[config.mk]
export PLATFORM = sky130hd
export DESIGN_NAME = mul_div_unit
export DESIGN_NICKNAME = d
export VERILOG_FILES = /design/src/rtl/mul_div_unit.sv
export SDC_FILE = /design/constraint.sdc
export NUM_CORES = 1
export LEC_CHECK = 0
export ABC_AREA = 0
export CAP_MARGIN = 30
export CORE_ASPECT_RATIO = 1.25
export CORE_MARGIN = 10
export CORE_UTILIZATION = 25
export DETAILED_ROUTE_END_ITERATION = 7
export GPL_TIMING_DRIVEN = 0
export SYNTH_ARGS = -nofsm -noshare
export SYNTH_HDL_FRONTEND = slang
export SYNTH_SLANG_ARGS = --single-unit
[constraint.sdc]
create_clock -name SYS_clk -period 16.3 [get_ports SYS_clk]
set_clock_uncertainty 0.2 [all_clocks]
set_input_delay 4.89 -clock SYS_clk [delete_from_list [all_inputs] [get_ports SYS_clk]]
set_output_delay 4.89 -clock SYS_clk [all_outputs]
set_load 0.03 [all_outputs]
[src/rtl/mul_div_unit.sv]
// RV32M multi-cycle multiply/divide unit: 32-step shift-add multiplier and 32-step
// restoring divider, with sign handling at accept and sign correction in FIX.
module mul_div_unit (
    input  logic        SYS_clk,
    input  logic        SYS_reset,
    input  logic        MDU_start,
    input  logic [2:0]  MDU_funct3,
    input  logic [31:0] MDU_rs1_data,
    input  logic [31:0] MDU_rs2_data,
    output logic        MDU_busy,
    output logic        MDU_done,
    output logic [31:0] MDU_result
);

    typedef enum logic [1:0] {
        IDLE = 2'd0,
        CALC = 2'd1,
        FIX  = 2'd2,
        DONE = 2'd3
    } state_t;

    state_t      state_q, state_d;
    logic [2:0]  funct3_q, funct3_d;
    logic        sign1_q, sign1_d;
    logic        sign2_q, sign2_d;
    logic [31:0] mag1_q, mag1_d;
    logic [31:0] mag2_q, mag2_d;
    logic [4:0]  cnt_q, cnt_d;
    logic [63:0] acc_q, acc_d;
    logic [31:0] rem_q, rem_d;
    logic [31:0] quo_q, quo_d;
    logic [31:0] result_q, result_d;
    logic        busy_q, busy_d;
    logic        done_q, done_d;

    logic        in_signed1, in_signed2, in_sign1, in_sign2;
    logic [31:0] in_mag1, in_mag2;
    logic        div_by_zero, div_overflow, special;
    logic [31:0] special_result;
    logic [63:0] mul_addend;
    logic [33:0] trial;
    logic        prod_neg;
    logic [63:0] prod_fixed;
    logic [31:0] quo_fixed, rem_fixed, fix_result;
    logic        do_accept;

    // Operand decode at accept: signedness, magnitudes and special cases
    always_comb begin
        in_signed1  = (MDU_funct3 == 3'b001) || (MDU_funct3 == 3'b010) ||
                      (MDU_funct3 == 3'b100) || (MDU_funct3 == 3'b110);
        in_signed2  = (MDU_funct3 == 3'b001) || (MDU_funct3 == 3'b100) ||
                      (MDU_funct3 == 3'b110);
        in_sign1    = in_signed1 & MDU_rs1_data[31];
        in_sign2    = in_signed2 & MDU_rs2_data[31];
        in_mag1     = in_sign1 ? (32'd0 - MDU_rs1_data) : MDU_rs1_data;
        in_mag2     = in_sign2 ? (32'd0 - MDU_rs2_data) : MDU_rs2_data;
        div_by_zero = MDU_funct3[2] && (MDU_rs2_data == 32'd0);
        div_overflow = ((MDU_funct3 == 3'b100) || (MDU_funct3 == 3'b110)) &&
                       (MDU_rs1_data == 32'h8000_0000) && (MDU_rs2_data == 32'hFFFF_FFFF);
        special     = div_by_zero || div_overflow;
        if (div_by_zero) begin
            special_result = MDU_funct3[1] ? MDU_rs1_data : 32'hFFFF_FFFF;
        end else begin
            special_result = MDU_funct3[1] ? 32'd0 : 32'h8000_0000;
        end
    end

    // Datapath helpers: one multiply/divide step and the final sign correction
    always_comb begin
        mul_addend = mag2_q[cnt_q] ? ({32'd0, mag1_q} << cnt_q) : 64'd0;
        // 34-bit trial keeps the borrow visible even though the shifted remainder is 33 bits
        trial      = {1'b0, rem_q, quo_q[31]} - {2'b00, mag2_q};
        if (funct3_q == 3'b001) begin
            prod_neg = sign1_q ^ sign2_q;
        end else if (funct3_q == 3'b010) begin
            prod_neg = sign1_q;
        end else begin
            prod_neg = 1'b0;
        end
        prod_fixed = prod_neg ? (64'd0 - acc_q) : acc_q;
        quo_fixed  = ((funct3_q == 3'b100) && (sign1_q ^ sign2_q)) ? (32'd0 - quo_q) : quo_q;
        rem_fixed  = ((funct3_q == 3'b110) && sign1_q) ? (32'd0 - rem_q) : rem_q;
        if (funct3_q[2]) begin
            fix_result = funct3_q[1] ? rem_fixed : quo_fixed;
        end else if (funct3_q[1:0] == 2'b00) begin
            fix_result = prod_fixed[31:0];
        end else begin
            fix_result = prod_fixed[63:32];
        end
    end

    // Next-state and next-datapath logic
    always_comb begin
        state_d   = state_q;
        funct3_d  = funct3_q;
        sign1_d   = sign1_q;
        sign2_d   = sign2_q;
        mag1_d    = mag1_q;
        mag2_d    = mag2_q;
        cnt_d     = cnt_q;
        acc_d     = acc_q;
        rem_d     = rem_q;
        quo_d     = quo_q;
        result_d  = result_q;
        do_accept = 1'b0;

        case (state_q)
            IDLE: begin
                if (MDU_start) begin
                    do_accept = 1'b1;
                end else begin
                    state_d = IDLE;
                end
            end
            CALC: begin
                if (funct3_q[2]) begin
                    if (!trial[33]) begin
                        rem_d = trial[31:0];
                        quo_d = {quo_q[30:0], 1'b1};
                    end else begin
                        rem_d = {rem_q[30:0], quo_q[31]};
                        quo_d = {quo_q[30:0], 1'b0};
                    end
                end else begin
                    acc_d = acc_q + mul_addend;
                end
                cnt_d = cnt_q + 5'd1;
                if (cnt_q == 5'd31) begin
                    state_d = FIX;
                end else begin
                    state_d = CALC;
                end
            end
            FIX: begin
                result_d = fix_result;
                state_d  = DONE;
            end
            DONE: begin
                if (MDU_start) begin
                    do_accept = 1'b1;
                end else begin
                    state_d = IDLE;
                end
            end
            default: begin
                state_d = IDLE;
            end
        endcase

        if (do_accept) begin
            funct3_d = MDU_funct3;
            sign1_d  = in_sign1;
            sign2_d  = in_sign2;
            mag1_d   = in_mag1;
            mag2_d   = in_mag2;
            cnt_d    = 5'd0;
            acc_d    = 64'd0;
            rem_d    = 32'd0;
            quo_d    = in_mag1;
            if (special) begin
                result_d = special_result;
                state_d  = DONE;
            end else begin
                state_d  = CALC;
            end
        end else begin
            funct3_d = funct3_d;
        end

        busy_d = (state_d == CALC) || (state_d == FIX);
        done_d = (state_d == DONE);
    end

    // State and datapath registers
    always_ff @(posedge SYS_clk or posedge SYS_reset) begin
        if (SYS_reset) begin
            state_q  <= IDLE;
            funct3_q <= 3'd0;
            sign1_q  <= 1'b0;
            sign2_q  <= 1'b0;
            mag1_q   <= 32'd0;
            mag2_q   <= 32'd0;
            cnt_q    <= 5'd0;
            acc_q    <= 64'd0;
            rem_q    <= 32'd0;
            quo_q    <= 32'd0;
            result_q <= 32'd0;
            busy_q   <= 1'b0;
            done_q   <= 1'b0;
        end else begin
            state_q  <= state_d;
            funct3_q <= funct3_d;
            sign1_q  <= sign1_d;
            sign2_q  <= sign2_d;
            mag1_q   <= mag1_d;
            mag2_q   <= mag2_d;
            cnt_q    <= cnt_d;
            acc_q    <= acc_d;
            rem_q    <= rem_d;
            quo_q    <= quo_d;
            result_q <= result_d;
            busy_q   <= busy_d;
            done_q   <= done_d;
        end
    end

    assign MDU_busy   = busy_q;
    assign MDU_done   = done_q;
    assign MDU_result = result_q;

endmodule
# Word-level counts from Yosys, hierarchy flattened
# Cells that the tools add are included.
# totals
reg_bits	238
inputBits	70
output_inout_bits	34
elab_cells	104
# classes
n_addsub	8
magnitude_cmp	1
eq_ne	18
shift	1
muxes	39
n_bitwise	3
n_reduce_logical	21
# op_table
op	count
$mux 32	20
$mux 64	5
$sub 1x32->32 const A	4
$add 64x64->64	1
$eq 32x32->1 const B	2
$shl 32x5->64	1
$sub 1x64->64 const A	1
$sub 33x32->34	1
$logic_not 32->1	1
$eq 3x3->1 const B	4
$mux 5	2
$eq 2x2->1 const B	4
$logic_or 1x1->1	8
$mux 2	4
$eq 3x1->1 const B	2
$eq 3x2->1 const B	2
$lt 5x6->1 const B	1
$mux 1	6
$pmux 2 s3	1
$add 5x1->5 const B	1
$bmux 1 s5	1
$eq 5x5->1 const B	1
$logic_and 1x1->1	5
$eq 2x1->1 const B	2
7 further kinds	11

# Longest topological paths before layout
# Gate-level depths: netlist (run 1).
# depth
ltp_word	9
ltp_mapped	24
mapped_depth_nobuf	21

# Worst setup path after synthesis (run 1)
# OpenSTA, ideal clock, no wires.
# synth_timing
kind	input to register
from	input MDU_rs1_data[16]
to	register result_q[0], in the netlist MDU_result[0]
setup_time_ps	126
arrival_time_ps	7058
required_ps	15974
setup_slack_ps	8916
cell_stages	10
n_path_buf	1
cell_sequence	or3_1 -> or2_2 -> nor3_2 -> nand2_1 -> nor3_2 -> and4_1 -> o21ai_2 -> nor2b_1 -> clkbuf_1 -> a221o_1
# synth_via
elab_chain_cells	6
# synth_rtl
element	line_no	text
start, declared	8	input logic [31:0] MDU_rs1_data,
$eq 32x32->1	59	(MDU_rs1_data == 32'h8000_0000) && (MDU_rs2_data == 32'hFFFF_FFFF);
$logic_and 1x1->1	58	div_overflow = ((MDU_funct3 == 3'b100) || (MDU_funct3 == 3'b110)) &&
$logic_and 1x1->1	59	
$logic_or 1x1->1	60	special = div_by_zero || div_overflow;
$mux 32	160	if (special) begin
$mux 32	150	if (do_accept) begin
net result_d[0]	32	logic [31:0] result_q, result_d;
end signal, assigned	201	result_q <= result_d;
end, declared	32	
# The timed path passes the listed nets, and every way through them passes these cells.
# A chain may end at the register's enable or synchronous reset.

# Worst setup path after layout (run 1)
# layout_timing
from	input MDU_rs1_data[14]
to	register result_q[26], in the netlist MDU_result[26]
# Same word-level chain as after synthesis.

==> impl_metrics.csv, run 1 <==
group,metric,value,unit
sta,worst_pin_slew,1.03,ns
sta,hold_violations,0,
pwr,p_sw,3.40,mW
floorplan,ios,104,
sta,setup_violations,0,
global_routing,grt_remaining_overflow,0,
pwr,p_clk_frac,0.110,
worst_hold_path,min_path_type,"reg -> reg",
yosys,yosys.area.top_type,"dfrtp_1",
clocking,clk_pin_slew_worst_paths,0.07,ns
worst_setup_path,critical_path.max_stage_delay,0.62,ns
clocking,hold_buffers,0,
yosys,synthTopCellsByArea,"dfrtp_1 (28%), nand2_1 (6.6%), a21oi_1 (6.5%)",
global_routing,grt_usage,0.181,
yosys,synthDistinctLibCells,86,
worst_hold_path,hp-start,"mag2_q[30]",
yosys,synth.mux.area_fraction,0.0631,
worst_setup_path,critPathBufInv,2,
final_layout,n_antenna_cell,0,
yosys,synth_xor_area_frac,0.0953,
floorplan,row_count,119,
global_routing,antenna_found_initial,4,
yosys,ys_async_sr_fraction,1.00,
placement,globalplace.congestion,1.01,
pwr,ir_drop,0.0823,mV
yosys,synth_compound_area_frac,0.243,
drt,drc,0,
yosys,synth-simple-area-share,0.210,
worst_setup_path,cp-start-kind,"primary input",
pwr,swShare,0.547,
drt,drtIter0Drc,2323,
sta,relSlewSlack,0.309,
clocking,numCtsBuffers,28,
worst_setup_path,required,16.52,ns
clocking,cts_max_path_buffers,3,
sta,max_freq,0.122,GHz
clocking,cts_tree,"built",
yosys,synth_cells,2739,
worst_setup_path,rrSetupSlack,9.17,ns
worst_setup_path,setup.worst_path.end_class,"register",
global_routing,grt_pass1_vias,21075,
clocking,root_buffer,"clkbuf_16",
yosys,synthesis.nets,2917,
worst_setup_path,reg2reg_from,"cnt_q[0]",
pwr,power_density,251,mW/mm²
clocking,post_cts_resized,0,
placement,port_buffers,103,
worst_hold_path,min_to,"mag2_q[30]",
drt,firstDrtPassIters,6,
worst_setup_path,reg2reg_to,"acc_q[60]",
sta,period_needed,8.21,ns
final_layout,layout.nets,3053,
clocking,htreeDepth,1,
pwr,total_power,6.21,mW
drt,vias,21764,
drt,avgRoutedWirePerCell,23.0,µm
worst_setup_path,critPathSlowestCell,"clkdlybuf4s50_1",
job,drv_cap,0,
sta,slew_violations,0,
yosys,synthFlopType,"dfrtp_1",
yosys,synth_most_common_cell,"nand2_1",
yosys,synth_warnings,0,
pwr,power_leakage,10.0,nW
sta,layout_setup_ws,8.09,ns
pwr,p_comb_frac,0.687,
floorplan,fp.dieArea,0.0975,mm²
final_layout,fill_cells,9108,
sta,rsz0062_at_grt,"no",
yosys,synth_enable_flop_cells,0,
global_routing,grt_max_degree,114,
clocking,clkLatencyLatePin,0.59,ns
worst_setup_path,arrival,8.44,ns
yosys,synth_area,0.0213,mm²
drt,vias_per_cell,5.46,
yosys,seq_area_frac_synth,0.279,
yosys,synth_top_area_frac,0.279,
clocking,clkSinkCount,238,
worst_setup_path,crit_family,"simple AND/OR/NAND/NOR gates",
sta,tns,0,ns
worst_setup_path,crit_fanout,10,
final_layout,drive_above_1_share,0.0545,
worst_setup_path,worstPathCellList,"clkdlybuf4s50_1 > or3_1 > or2_2 > nor3_2 > nand2_1 > nor3_2 > and4_1 > o21ai_2 > nand2_1 > clkbuf_1 > o211ai_1",
yosys,syn_area_per_cell,7.79,µm²
global_routing,grt_pass1_wl,136,mm
drt,routed_wl,91.7,mm
placement,place_ws,7.57,ns
yosys,synthTopCellsByCount,"nand2_1 (375), a21oi_1 (278), o21ai_0 (255), nor2_1 (244), dfrtp_1 (238)",
final_layout,area_growth,16.1,%
pwr,p_int,2.81,mW
floorplan,core-area,0.0844,mm²
floorplan,initial_core_util,0.253,
sta,period_share,0.504,
yosys,ys_ff_latch,238,
pwr,pwr-share-seq,0.203,
worst_setup_path,critical_path_class,"in -> reg",
clocking,cts_setup_buffers,0,
floorplan,die_w,281,µm
worst_setup_path,worst-r2r-cell-count,22,
worst_hold_path,holdPathStages,2,
yosys,synthAdderAreaFrac,0.0641,
floorplan,die_y,347,µm
drt,ant_nets,0,
yosys,synth_top_family_by_area,"compound AO/OA/AOI/OAI gates",
placement,dp_hpwl,75.3,mm
status,status,"completed",
==> power groups by stage <==
stage / Sequential (mW) / Combinational, mW / Clock, mW
2_1_floorplan: 1.09 / 3.00 / 0
6_report: 1.26 / 4.27 / 0.681
3_5_place_dp: 1.25 / 4.15 / 0
4_1_cts: 1.25 / 4.18 / 0.690
5_1_grt: 1.28 / 4.64 / 0.710
3_3_place_gp: 1.25 / 4.14 / 0
==> cell type report <==
cell class | instances | area, µm² | share of cell area
Clock inverter | 20 | 221 | 0.00895
Sequential cell | 238 | 5960 | 0.241
Multi-Input combinational cell | 2252 | 14400 | 0.582
Inverter | 90 | 345 | 0.0140
Tap cell | 1089 | 1360 | 0.0550
Timing Repair Buffer | 106 | 1090 | 0.0441
Clock buffer | 32 | 747 | 0.0302
Buffer | 159 | 624 | 0.0252
==> flip-flops by register name, indices dropped and copies added (netlist names) <==
signal,cells
quo_q,32
MDU_result,32
funct3_q,3
rem_q,32
mag1_q,32
cnt_q,5
sign2_q,1
MDU_busy,1
state_q,2
sign1_q,1
mag2_q,32
MDU_done,1
acc_q,64
==> cells by family (layout without fill, tap and decap cells) <==
| family | Yosys count | count (layout) |
|---|---|---|
| compound gates | 852 | 852 |
| xor+xnor | 232 | 232 |
| fa+ha+maj | 108 | 108 |
| buf+inv | 249 | 407 |
| flops | 238 | 238 |
| mux | 95 | 95 |
| simple gates | 965 | 965 |
==> per-layer routing <==
layer | routed length, µm | part of all wire | global-route usage
met4 | 4960 | 0.054 | 0.0852
met1 | 38700 | 0.42 | 0.230
met3 | 6360 | 0.069 | 0.0281
met5 | 13 | 0.00014 | 0
met2 | 41600 | 0.45 | 0.296
==> worst reg2reg max path: cells and delay by family, from the launching register on <==
kind                       cells  cell delay [ns]
AOI/OAI and AO/OA              7             1.92
muxes                          2             1.20
buffers and inverters          5             1.53
DFF                            1             0.46
and+or+nand+nor                7             1.47
adders and majority gates      1             0.27
==> worst max-delay path by stage <==
stage	start	end	slack (ns)	cells past startpoint
after CTS	MDU_rs1_data[14]	MDU_result[26]	8.19	11
final	MDU_rs1_data[14]	MDU_result[26]	8.09	11
after global placement	SYS_reset	mag2_q[14]	0.92	2
after global routing	MDU_rs2_data[12]	MDU_result[29]	7.94	12
after floorplan	SYS_reset	MDU_busy	4.68	1
after detailed placement	MDU_rs1_data[14]	MDU_result[10]	7.57	13
==> metrics by stage <==
step                      area, µm²   util  hold slack [ns]  cells
final                         24800  0.293            0.304   3986
after global routing          24800  0.293            0.343   3986
after CTS                     24800  0.293            0.312   3986
after detailed placement      23800  0.282            0.297   3934
after global placement        23700  0.281            0.287   3931
after floorplan               21300      -            0.260   2739
==> layout by cell type, fill, tap and decap left out, types with 16 or more instances in the layout <==
master           instances
dfrtp_1                238
nor4_1                  24
nand2_1                375
mux2_2                  25
mux4_2                  29
clkdlybuf4s50_1        103
or3_1                   18
clkbuf_1               136
nand3_1                 40
inv_1                   89
clkbuf_16               29
a211oi_1                31
and2_1                  21
a31oi_1                 27
nand4_1                 36
nor2b_1                 33
o211ai_1                47
o31ai_1                 36
nor2_1                 244
a21o_1                  34
and3_1                  50
nand2b_1                21
xnor2_1                107
xor2_1                 125
nor3_1                  53
a21oi_1                278
o21a_1                  16
buf_2                   20
o21ai_0                255
ha_1                   106
mux2i_1                 41
Note: power is estimated with default switching activity, not from simulation.
==> inputs of run 2 (changes only) <==
==> constraint.sdc (replaced) <==
create_clock -name SYS_clk -period 7.4 [get_ports SYS_clk]
set_clock_uncertainty 0.2 [all_clocks]
set_input_delay 2.22 -clock SYS_clk [delete_from_list [all_inputs] [get_ports SYS_clk]]
set_output_delay 2.22 -clock SYS_clk [all_outputs]
set_load 0.03 [all_outputs]
==> impl_metrics.csv, run 2 (synthesized netlist as in run 1, its figures left out) <==
group,metric,value,unit
status,status,"completed",
clocking,clkLatencyLatePin,0.62,ns
floorplan,core-area,0.0844,mm²
pwr,ir_drop,0.238,mV
sta,layout_setup_ws,0.410,ns
worst_hold_path,min_path_type,"reg -> reg",
placement,globalplace.congestion,1.01,
worst_setup_path,arrival,7.27,ns
worst_setup_path,setup.worst_path.end_class,"register",
worst_setup_path,critical_path_class,"reg -> reg",
drt,firstDrtPassIters,5,
global_routing,grt_pass1_vias,20829,
drt,vias_per_cell,5.47,
final_layout,fill_cells,9035,
placement,dpl-instance-area,0.0239,mm²
final_layout,drive_above_1_share,0.0571,
sta,setup_violations,0,
final_layout,area_growth,16.9,%
clocking,hold_buffers,0,
floorplan,initial_core_util,0.253,
clocking,cts_max_path_buffers,3,
global_routing,grt_remaining_overflow,0,
worst_setup_path,cp-start-kind,"register",
final_layout,seqCellArea,0.00596,mm²
drt,drtIter0Drc,2227,
final_layout,stdcell_area,0.0249,mm²
final_layout,layout.nets,3061,
clocking,numCtsBuffers,29,
drt,routed_wl,91.2,mm
final_layout,utilization,0.295,
job,drv_cap,0,
sta,period_share,0.945,
clocking,htreeDepth,1,
final_layout,mostFrequentLayoutCell,"nand2_1",
floorplan,row_count,119,
final_layout,final_cell_mix,"nand2_1 (375), a21oi_1 (278), o21ai_0 (255), nor2_1 (244), dfrtp_1 (238)",
pwr,power_density,551,mW/mm²
final_layout,largest_register_ffs,64,
sta,worst_pin_slew,0.870,ns
sta,max_freq,0.143,GHz
drt,drc,0,
global_routing,antenna_found_initial,4,
sta,rsz0062_at_grt,"no",
drt,avgRoutedWirePerCell,22.8,µm
global_routing,grt_max_degree,42,
placement,dp.cells,3940,
floorplan,die_w,281,µm
final_layout,largest_register,"acc_q",
floorplan,die_y,347,µm
floorplan,fp.dieArea,0.0975,mm²
clocking,cts_tree,"built",
sta,period_needed,6.99,ns
sta,slew_violations,0,
final_layout,multi_input_area,0.0144,mm²
worst_setup_path,required,7.68,ns
final_layout,layoutNonFillerInstCount,3994,
drt,ant_nets,0,
placement,dp_hpwl,75.1,mm
worst_setup_path,crit_fanout,10,
sta,relSlewSlack,0.420,
final_layout,n_antenna_cell,0,
drt,vias,21835,
placement,port_buffers,103,
global_routing,grt_pass1_wl,135,mm
floorplan,ios,104,
clocking,clk_pin_slew_worst_paths,0.06,ns
sta,hold_violations,0,
pwr,power_leakage,10.1,nW
pwr,total_power,13.7,mW
placement,place_ws,0.414,ns
global_routing,grt_usage,0.180,
clocking,clkSinkCount,238,
clocking,root_buffer,"clkbuf_16",
## run 2: final timing paths
| check | slack, ns | startpoint | cells past startpoint | endpoint |
|---|---|---|---|---|
| worst max-delay path | 0.41 | cnt_q[0] | 22 | acc_q[60] |
| worst min-delay path | 0.31 | mag2_q[28] | 2 | mag2_q[28] |
| worst max register to register | 0.41 | cnt_q[0] | 22 | acc_q[60] |
| worst min register to register | 0.31 | mag2_q[28] | 2 | mag2_q[28] |
| max in group asynchronous | 3.90 | SYS_reset | 7 | mag2_q[16] |
| min in group asynchronous | 1.63 | SYS_reset | 2 | MDU_busy |
## run 2: what timing repair did
item / CTS / global route
setup buffers: 0 / 0
endpoints found under the setup margin: 0 / 2
resized for setup: 0 / 2
## run 2: per-layer routing
metal  track usage  vias up  share of wire
met3        0.0289      188          0.075
met4        0.0918        2          0.057
met2         0.290      965           0.45
met5             0        -        0.00014
met1         0.230    10539           0.41
li1              -    10141              -
## run 2: report_power, final
group | internal (mW) | switching (mW)
Clock | 0.909 | 0.669
Combinational | 3.49 | 5.89
Sequential | 1.87 | 0.890
## run 2: cell type report
type                            count  share of cell area
Timing Repair Buffer              113              0.0486
Buffer                            159              0.0251
Inverter                           90              0.0137
Clock inverter                     17             0.00914
Clock buffer                       36              0.0318
Multi-Input combinational cell   2252               0.578
Sequential cell                   238               0.239
Tap cell                         1089              0.0547
## run 2: metrics by stage
step / hold slack, ns / TNS (ns)
after floorplan: 0.260 / 0
after global placement: 0.289 / -55.83
after detailed placement: 0.302 / 0
after CTS: 0.316 / 0
after global routing: 0.328 / 0
final: 0.307 / 0
## run 2: critical path: stages (launching register included)
cell and delay (ns):
dfrtp_1 0.45, clkbuf_2 0.27, buf_2 0.38, mux4_2 0.60, mux4_2 0.59, nand2_1 0.28, and2_1 0.17, clkbuf_1 0.19
buf_2 0.24, nor2_1 0.11, ha_1 0.28, clkbuf_1 0.27, nand2_1 0.16, nor3_1 0.37, nand4_1 0.14, a21oi_1 0.28
o31ai_1 0.20, a2111oi_2 0.51, o21ai_1 0.16, a21oi_1 0.33, o21ai_0 0.22, and3b_1 0.23, o31ai_1 0.21
==> RTL change, RTL diff (flow settings as in run 2) <==
Remove the register `done_q`: a continuous assignment takes its place, so the output `MDU_done` follows one clock earlier.
--- a/src/rtl/mul_div_unit.sv
+++ b/src/rtl/mul_div_unit.sv
@@ -187,5 +187,4 @@
             result_q <= 32'd0;
             busy_q   <= 1'b0;
-            done_q   <= 1'b0;
         end else begin
             state_q  <= state_d;
@@ -201,7 +200,8 @@
             result_q <= result_d;
             busy_q   <= busy_d;
-            done_q   <= done_d;
-        end
-    end
+        end
+    end
+
+    assign done_q = done_d;
 
     assign MDU_busy   = busy_q;
Function: changed (Yosys sat finds a counterexample within 4 cycles, from zero or initial values and one cycle with SYS_reset high).
==> RTL change against run 2 <==
The flow now finishes with violations (setup timing). Final area is 0.23% higher. Wire length rose by 2.4%. Combinational power hardly changed. Utilization grew 0.067 points. Register-to-register slack better by 70 ps. Sequential cell count decreased by 1. Count of clock-buffer cells in the layout grew 1. Area after synthesis shrank 0.12%. Worst setup slack got worse by 440 ps. Hold slack gained 1.2 ps. Synthesized cell count about the same. Total power is 0.24% higher. Largest cell class unchanged. Largest power group unchanged.
==> RTL change: results (changes against run 2) <==
| Metric | Value |
|---|---|
| Post-place setup slack | `-1230 ps (-1640 ps)` |
| Mapped Cells | `2738 (-0.037%)` |
| Top post-synthesis cells by area | `dfrtp_1 (28%), nand2_1 (6.6%), a21oi_1 (6.5%)` |
| DR vias | `21.6k (-1.0%)` |
| Dpl cell area | `23800 um^2 (-0.25%)` |
| Slew of the pin with the lowest slew margin | `882 ps (+11.5 ps)` |
| Wire length of the first global-routing pass | `137000 um (+1.6%)` |
| Status | `finished, violations left` |
| DRT iter0 DRCs | `1963 (-12%)` |
| Gpl congestion | `1.01 (about the same)` |
| Synth warn | `0 (unchanged)` |
| Hpwl dp | `77200 um (+2.8%)` |
| Vias in the first global route | `20.9k (+0.32%)` |
| Failing checks | `setup timing` |
| Worst path arrival time | `5010 ps (-2260 ps)` |
| Mapped Nets | `2916 (-0.034%)` |
| Worst setup margin | `-31.6 ps (-441 ps)` |
| Final setup fails | `1 (+1)` |
| Layout Nets | `3062 (+0.033%)` |
| Worst VDD drop | `209 uV (-12%)` |
| Leakage power | `10.2 nW (+0.71%)` |
| Fillers | `9068 (+0.37%)` |
| Setup TNS Final | `-31.6 ps (-31.6 ps)` |
| Post-route insts no fill | `3997 (+0.075%)` |
| Post-synthesis compound-gate area fraction | `0.243 (+0.000286)` |
| Avg WL per Cell | `23.4 um (+2.4%)` |
| Skew-Pair Late Insertion Delay | `600 ps (-20 ps)` |
| Synth top cells by count | `nand2_1 (375), a21oi_1 (278), o21ai_0 (255), nor2_1 (244), dfrtp_1 (237)` |
| Placed cell count | `3939 (-0.025%)` |
| Antenna violations before repair | `1 (-3)` |
| Crit-path max FO | `5 (-5)` |
| Seq/Total Area, Yosys | `0.278 (-0.000847)` |
| Mux cell area share after synthesis | `0.0631 (+0.0000741)` |
| Port bufs | `103 (unchanged)` |
| GRT Total Usage | `0.185 (+0.00442)` |
| Sw Share | `0.543 (about the same)` |
| Clock root buffer | `clkbuf_16` |
| Area grow syn2layout | `17.3%` |
| Layout cells sized above 1 | `0.0650 (+0.00787)` |
| XOR/XNOR Fraction of Synth Area | `0.0954 (+0.000112)` |
| Adder-cell area share of the yosys netlist | `0.0641 (+0.0000753)` |
-- RTL change: changes by cell type in the layout (fill, tap and decap cells not counted), sizes merged --
cell           change
clkdlybuf4s50     -16
dlygate4sd2       +12
clkinv             +4
inv                -4
buf                +3
dlymetal6s2s       +2
clkdlybuf4s15      +1
clkdlybuf4s18      +1
dfrtp              -1
diode              +1
-- RTL change: repair_timing --
| item | CTS | global route |
|---|---|---|
| pin swaps | 3 | 1 |
| buffers inserted | 2 | 2 |
| endpoints found under the setup margin | 1 | 4 |
| resized for setup | 39 | 7 |
-- RTL change: worst max-delay path, cell delays in order --
cell	delay, ps
dlygate4sd2_1	380
or3_1	410
or2_2	300
nor3_2	200
nand2_2	140
nor3_4	160
and4_2	290
o21ai_4	110
o21ai_2	150
buf_4	190
ha_1	140
clkdlybuf4s18_2	300
-- RTL change: final timing paths --
path | cells past startpoint | startpoint | endpoint | slack [ps]
worst max-delay path | 12 | MDU_rs1_data[14] | MDU_done | -30
worst min-delay path | 2 | mag2_q[22] | mag2_q[22] | 310
worst max register to register | 22 | cnt_q[0] | acc_q[60] | 480
worst min register to register | 2 | mag2_q[22] | mag2_q[22] | 310
max in group asynchronous | 5 | SYS_reset | mag2_q[18] | 3970
min in group asynchronous | 2 | SYS_reset | acc_q[15] | 1840
-- RTL change: area by class of cell --
type	instances	share of cell area
tap	1089	0.0545
buffer	158	0.0251
inverter	90	0.0137
multi-input combinational	2252	0.580
clock buffer	37	0.0327
clock inverter	17	0.00852
antenna	1	0.000100
timing repair buffer	116	0.0479
sequential	237	0.237
-- RTL change: metal layers --
layer  GRT usage  share of wire  wire length, um  up-vias
li1            -              -                -    10200
met1       0.241           0.43            40300    10500
met2       0.299           0.46            42700      783
met3      0.0225          0.060             5630      166
met4      0.0874          0.052             4820        0
met5           0              0                0        -
